$ cat config.mk
export PLATFORM = sky130hd
export DESIGN_NAME = seq_pattern_gen
export DESIGN_NICKNAME = d
export VERILOG_FILES = /design/src/rtl/seq_pattern_gen.sv
export SDC_FILE = /design/constraint.sdc
export NUM_CORES = 1
export LEC_CHECK = 0
export CAP_MARGIN = 20
export CORE_MARGIN = 5
export CORE_UTILIZATION = 53
export CTS_CLUSTER_SIZE = 30
export DETAILED_ROUTE_END_ITERATION = 12
export GPL_ROUTABILITY_DRIVEN = 0
export PLACE_DENSITY_LB_ADDON = 0.12
export SYNTH_ARGS = -nofsm -noshare
export SYNTH_HDL_FRONTEND = slang
export SYNTH_SLANG_ARGS = --single-unit
$ cat constraint.sdc
create_clock -name clk -period 3.1 [get_ports clk]
set_input_delay 0.62 -clock clk [delete_from_list [all_inputs] [get_ports clk]]
set_output_delay 0.62 -clock clk [all_outputs]
set_load 0.02 [all_outputs]
$ cat src/rtl/seq_pattern_gen.sv
// Serial pattern transmitter: shifts a latched pattern out MSB-first, repeated N times with an optional gap.
// Optional feature macro: SEQ_GEN_PARITY_EN appends an even-parity bit after every repetition.
module seq_pattern_gen #(
    parameter  int WIDTH = 8,
    parameter  int CNT_W = 4,
    parameter  int GAP   = 0,
    localparam int LEN_W = $clog2(WIDTH) + 1
) (
    input  logic             clk,
    input  logic             rst,
    input  logic             start_valid,
    output logic             start_ready,
    input  logic [WIDTH-1:0] pattern,
    input  logic [LEN_W-1:0] pat_len,
    input  logic [CNT_W-1:0] repeat_cnt,
    output logic             seq_out,
    output logic             seq_valid,
    output logic             seq_is_parity,
    output logic             busy,
    output logic             done
);

    localparam int IDX_W = $clog2(WIDTH);
    // The gap counter only has to hold GAP-1.
    localparam int GAP_W = (GAP > 1) ? $clog2(GAP) : 1;

    localparam logic [2:0] S_IDLE   = 3'd0;
    localparam logic [2:0] S_SHIFT  = 3'd1;
    localparam logic [2:0] S_GAP    = 3'd2;
    localparam logic [2:0] S_DONE   = 3'd3;
`ifdef SEQ_GEN_PARITY_EN
    localparam logic [2:0] S_PARITY = 3'd4;
`endif

    logic [2:0]       state_reg,       state_next;
    logic [WIDTH-1:0] pat_reg,         pat_next;
    logic [IDX_W-1:0] last_idx_reg,    last_idx_next;
    logic [IDX_W-1:0] bit_idx_reg,     bit_idx_next;
    logic [CNT_W-1:0] rep_reg,         rep_next;
    logic [GAP_W-1:0] gap_cnt_reg,     gap_cnt_next;
    logic             seq_out_reg,     seq_out_next;
    logic             seq_valid_reg,   seq_valid_next;
    logic             busy_reg,        busy_next;
    logic             done_reg,        done_next;
    logic             start_ready_reg, start_ready_next;

    logic             end_of_rep;
    logic             begin_rep;

    // Out-of-range lengths fall back to the full pattern width.
    logic [LEN_W-1:0] eff_len;
    logic [IDX_W-1:0] first_idx;
    assign eff_len   = (pat_len == '0 || pat_len > LEN_W'(WIDTH)) ? LEN_W'(WIDTH) : pat_len;
    assign first_idx = IDX_W'(eff_len - 1'b1);

`ifdef SEQ_GEN_PARITY_EN
    logic             par_reg, par_next;
    logic             seq_is_parity_reg, seq_is_parity_next;
    logic [WIDTH-1:0] len_mask;

    // Parity covers only the bits that will actually be transmitted.
    for (genvar gi = 0; gi < WIDTH; gi++) begin : g_len_mask
        assign len_mask[gi] = (LEN_W'(gi) < eff_len);
    end
`endif

    always_comb begin
        state_next       = state_reg;
        pat_next         = pat_reg;
        last_idx_next    = last_idx_reg;
        bit_idx_next     = bit_idx_reg;
        rep_next         = rep_reg;
        gap_cnt_next     = gap_cnt_reg;
        seq_out_next     = seq_out_reg;
        seq_valid_next   = seq_valid_reg;
        busy_next        = busy_reg;
        done_next        = done_reg;
        start_ready_next = start_ready_reg;
        end_of_rep       = 1'b0;
        begin_rep        = 1'b0;
`ifdef SEQ_GEN_PARITY_EN
        par_next           = par_reg;
        seq_is_parity_next = seq_is_parity_reg;
`endif

        case (state_reg)
            S_IDLE: begin
                if (start_valid && start_ready_reg) begin
                    pat_next         = pattern;
                    last_idx_next    = first_idx;
                    rep_next         = repeat_cnt;
                    busy_next        = 1'b1;
                    start_ready_next = 1'b0;
`ifdef SEQ_GEN_PARITY_EN
                    par_next         = ^(pattern & len_mask);
`endif
                    if (repeat_cnt == '0) begin
                        state_next = S_DONE;
                        done_next  = 1'b1;
                    end else begin
                        state_next     = S_SHIFT;
                        bit_idx_next   = first_idx;
                        seq_out_next   = pattern[first_idx];
                        seq_valid_next = 1'b1;
                    end
                end
            end
            S_SHIFT: begin
                if (bit_idx_reg != '0) begin
                    bit_idx_next = bit_idx_reg - 1'b1;
                    seq_out_next = pat_reg[bit_idx_reg - 1'b1];
                end else begin
`ifdef SEQ_GEN_PARITY_EN
                    state_next         = S_PARITY;
                    seq_out_next       = par_reg;
                    seq_is_parity_next = 1'b1;
`else
                    end_of_rep = 1'b1;
`endif
                end
            end
`ifdef SEQ_GEN_PARITY_EN
            S_PARITY: begin
                seq_is_parity_next = 1'b0;
                end_of_rep         = 1'b1;
            end
`endif
            S_GAP: begin
                if (gap_cnt_reg != '0) begin
                    gap_cnt_next = gap_cnt_reg - 1'b1;
                end else begin
                    begin_rep = 1'b1;
                end
            end
            S_DONE: begin
                state_next       = S_IDLE;
                done_next        = 1'b0;
                busy_next        = 1'b0;
                start_ready_next = 1'b1;
            end
            default: begin
                state_next = S_IDLE;
            end
        endcase

        if (end_of_rep) begin
            if (rep_reg > CNT_W'(1)) begin
                rep_next = rep_reg - 1'b1;
                if (GAP > 0) begin
                    state_next     = S_GAP;
                    gap_cnt_next   = GAP_W'(GAP - 1);
                    seq_valid_next = 1'b0;
                    seq_out_next   = 1'b0;
                end else begin
                    begin_rep = 1'b1;
                end
            end else begin
                rep_next       = '0;
                state_next     = S_DONE;
                done_next      = 1'b1;
                seq_valid_next = 1'b0;
                seq_out_next   = 1'b0;
            end
        end

        // Restart the pattern from its first bit for the next repetition.
        if (begin_rep) begin
            state_next     = S_SHIFT;
            bit_idx_next   = last_idx_reg;
            seq_out_next   = pat_reg[last_idx_reg];
            seq_valid_next = 1'b1;
        end
    end

    always_ff @(posedge clk) begin
        if (rst) begin
            state_reg       <= S_IDLE;
            pat_reg         <= '0;
            last_idx_reg    <= '0;
            bit_idx_reg     <= '0;
            rep_reg         <= '0;
            gap_cnt_reg     <= '0;
            seq_out_reg     <= 1'b0;
            seq_valid_reg   <= 1'b0;
            busy_reg        <= 1'b0;
            done_reg        <= 1'b0;
            start_ready_reg <= 1'b1;
        end else begin
            state_reg       <= state_next;
            pat_reg         <= pat_next;
            last_idx_reg    <= last_idx_next;
            bit_idx_reg     <= bit_idx_next;
            rep_reg         <= rep_next;
            gap_cnt_reg     <= gap_cnt_next;
            seq_out_reg     <= seq_out_next;
            seq_valid_reg   <= seq_valid_next;
            busy_reg        <= busy_next;
            done_reg        <= done_next;
            start_ready_reg <= start_ready_next;
        end
    end

`ifdef SEQ_GEN_PARITY_EN
    always_ff @(posedge clk) begin
        if (rst) begin
            par_reg           <= 1'b0;
            seq_is_parity_reg <= 1'b0;
        end else begin
            par_reg           <= par_next;
            seq_is_parity_reg <= seq_is_parity_next;
        end
    end

    assign seq_is_parity = seq_is_parity_reg;
`else
    assign seq_is_parity = 1'b0;
`endif

    assign seq_out     = seq_out_reg;
    assign seq_valid   = seq_valid_reg;
    assign busy        = busy_reg;
    assign done        = done_reg;
    assign start_ready = start_ready_reg;

endmodule

==> reports/metrics.yaml <==
drt:
  detail_route.first_pass.iterations: 4
  drcViolationCount: 0
  drt-vias-per-instance: 6.043
  routed_wl_mm: 3.678
  drt_iter0_drc: 91
  post_drt_wl_per_cell_um: 15.79
  num_vias: 1408
  ant_nets: 0
worst_setup_path:
  critical-path-slowest-cell: "sky130_fd_sc_hd__mux4_2"
  end_kind: "register"
  critPathMaxFanout: 4
  cp_cell_sequence: "clkdlybuf4s50_1, nor2b_1, inv_1, ha_1, mux4_2, mux2_2, a211oi_1, o21ai_0"
  cp_data_required_time_ns: 3.35
  worstPathArrival_ns: 2.73
  critPathLaunchType: "primary input"
  cpPeakStageDelay_ns: 0.51
  path_class: "in2reg"
clock_tree:
  post_cts_hold_buffer_count: 0
  clk_root_buffer_cell: "sky130_fd_sc_hd__clkbuf_4"
  clkSlewWorstSetupHoldPaths_ns: 0.16
  cts_tree: "yes"
  cts.path.max_buffers: 2
  clock_latency_of_the_later_clocked_register_in_the_worst_skew_pair_ns: 0.33
  clock_tree.htree_level_count: 1
  numClockSinks: 26
  numCtsBuffers: 3
  post-cts-setup-buffer-count: 0
  postCtsResizedCells: 0
final_layout:
  area_growth_syn_to_layout_pct: 18.42
  layout_common_cells: "27 x sky130_fd_sc_hd__nand2_1, 26 x sky130_fd_sc_hd__dfxtp_1, 23 x sky130_fd_sc_hd__clkdlybuf4s50_1, 20 x sky130_fd_sc_hd__a21oi_1, 15 x sky130_fd_sc_hd__nor2_1"
  area_of_the_multi_input_gates_sq_um: 935.9
  instances_no_fill: 233
  final_layout_size_suffix_gt1_share_pct: 11.39
  layout.cells.most_common: "sky130_fd_sc_hd__nand2_1"
  finish.net_count: 227
  ff_latch_area_sq_um: 520.5
  antenna_cells: 0
  max_reg_flops: 8
  fill_count: 255
logic_synthesis:
  main_synth_ff_type: "sky130_fd_sc_hd__dfxtp_1"
  synthMuxAreaShare_pct: 14.05
  synth.cell_area_sq_um: 1549
  synth_compound_gate_area_share_pct: 20.03
  asyncSetResetFlopFracSynth_pct: 0
  synth_edf_count: 0
  ys.warnings.count: 0
  syn_inst: 181
  combinational_family_with_the_most_area_after_synthesis: "simple AND/OR/NAND/NOR gates"
  synth-adder-area-share_pct: 4.039
  synth_xor_area_share_pct: 0.5654
  ys_seq_area_share_pct: 33.60
  post-synth-top-area-fraction_pct: 33.60
  yosysTopAreaCell: "sky130_fd_sc_hd__dfxtp_1"
  synth_simple_gate_area_share_pct: 21.24
  synth_area_per_inst_sq_um: 8.558
  synth_top_cells_by_area: "sky130_fd_sc_hd__dfxtp_1 34%, sky130_fd_sc_hd__mux4_2 8.7%, sky130_fd_sc_hd__nand2_1 6.5%, sky130_fd_sc_hd__a21oi_1 6.5%, sky130_fd_sc_hd__ha_1 4.0%"
  yosysUniqueCellTypes: 42
  synth.ff_latch_count: 26
placed_design:
  placement.setup.worst_slack_ns: 0.2214
  dp_hpwl_mm: 2.904
  dp_cells: 229
  port-buffer-count: 23
timing:
  period_share_pct: 80.19
  setup_tns_ns: 0
  layout_setup_ws_ns: 0.6142
  fmax_mhz: 402.3
  finalWorstPathRequiredPeriod_ns: 2.486
  hold-worst-slack_ns: 0.4840
  final_max_slew_viol_count: 0
  timing.final.setup_violations: 0
  timing.max_slew.rel_slack_pct: 65.05
  clock_skew_ns: 0.01612
  finalHoldViolations: 0
  worstMarginPinSlew_ns: 0.5226
  rsz0062_at_grt: "false"
power:
  power.clock.fraction_pct: 29.7
  p_switching_uw: 224.4
  power.density_cell_area_nw_per_um2: 439.8
  leakagePower_uw: 0.0006854
  share_seq_of_total_power_pct: 47.2
  ir_drop_mv: 0.3334
  power.share.switching_pct: 27.81
  cell_internal_pwr_uw: 582.3
  power.combinational.fraction_pct: 23.2
die:
  core_area_sq_um: 2781
  die_x_um: 64.06
  std_cell_rows: 19
  design.die.area_sq_um: 4104
  start_util_pct: 55.69
  die_h_um: 64.06
  num_io_pins: 25
global_route:
  congestion_overflow_gr: 0
  pin_count_of_the_biggest_net_entering_global_routing: 17
  grt_util_all_layers_pct: 20.04
  global_route_wire_length_before_repair_mm: 6.699
  grt_pass1_vias: 1426
  grt_antenna_before_repair: 0
hold_path:
  min_path_type: "reg2reg"
run:
  max-cap-violations: 0
outcome:
  outcome: "finished, final reports clean"
power groups by stage:
stage	clock [uW]	combinational [uW]	sequential [uW]
finish	239	187	381
global placement	0	182	386
detailed placement	0	187	387
global route	260	207	385
floorplan	0	127	384
CTS	244	187	380
layout make-up:
cell class | instances | area share, %
Sequential cell | 26 | 28.38
Timing Repair Buffer | 27 | 14.19
Clock buffer | 3 | 1.228
Inverter | 7 | 1.432
Multi-Input combinational cell | 138 | 51.02
Clock inverter | 1 | 1.637
Tap cell | 31 | 2.115
synth_stat cells (2+ instances only):
master and n:
sky130_fd_sc_hd__a211oi_1 5, sky130_fd_sc_hd__a21oi_1 20, sky130_fd_sc_hd__a2bb2oi_1 2, sky130_fd_sc_hd__a311oi_1 3, sky130_fd_sc_hd__a31oi_1 3, sky130_fd_sc_hd__buf_2 2
sky130_fd_sc_hd__buf_4 3, sky130_fd_sc_hd__buf_6 2, sky130_fd_sc_hd__clkbuf_1 4, sky130_fd_sc_hd__dfxtp_1 26, sky130_fd_sc_hd__ha_1 5, sky130_fd_sc_hd__inv_1 7
sky130_fd_sc_hd__mux2_2 2, sky130_fd_sc_hd__mux2i_1 6, sky130_fd_sc_hd__mux4_2 6, sky130_fd_sc_hd__nand2_1 27, sky130_fd_sc_hd__nand3_1 3, sky130_fd_sc_hd__nor2_1 15
sky130_fd_sc_hd__nor2b_1 4, sky130_fd_sc_hd__nor3_1 4, sky130_fd_sc_hd__nor4_1 2, sky130_fd_sc_hd__o21ai_0 6, sky130_fd_sc_hd__o21bai_1 2, sky130_fd_sc_hd__or2_2 2
sky130_fd_sc_hd__or3_1 3
final timing paths:
check                                     from             end  slack (ns)  cells past startpoint
worst max-delay path                pat_len[0]         seq_out        0.61                      8
worst min-delay path                pat_reg[4]      pat_reg[4]        0.48                      2
worst max register to register  bit_idx_reg[0]  bit_idx_reg[1]        1.04                      7
worst min register to register      pat_reg[4]      pat_reg[4]        0.48                      2
per-stage QoR:
stage / cell area, sq um / utilization [%] / total power (uW)
final: 1834 / 65.95 / 806.6
after global routing: 1834 / 65.95 / 851.9
after CTS: 1834 / 65.95 / 811.4
after detailed placement: 1782 / 64.06 / 574.0
after global placement: 1782 / 64.06 / 567.6
after floorplan: 1553 / - / 511.1
per-layer routing:
layer / part of all wire (%) / track usage (%) / vias to the layer above
li1: - / - / 688
met1: 46 / 27.74 / 672
met2: 48 / 32.41 / 43
met3: 4.8 / 2.977 / 5
met4: 1.0 / 5.455 / 0
met5: 0 / 0 / -
cells by family (layout without fill, tap and decap cells):
family,count (synthesis),in the layout
xor+xnor,1,1
flops,26,26
buf+inv,18,38
mux,14,14
fa+ha+maj,5,5
compound gates,48,48
other cells,1,2
simple gates,68,68
critical path: cells and delay by family:
kind / cells / cell delay (ns)
and+or+nand+nor: 1 / 0.17
AOI/OAI and AO/OA: 2 / 0.27
buffers and inverters: 2 / 0.53
adders and majority gates: 1 / 0.36
muxes: 2 / 0.78
No activity file was read; power rests on OpenSTA's default activity.
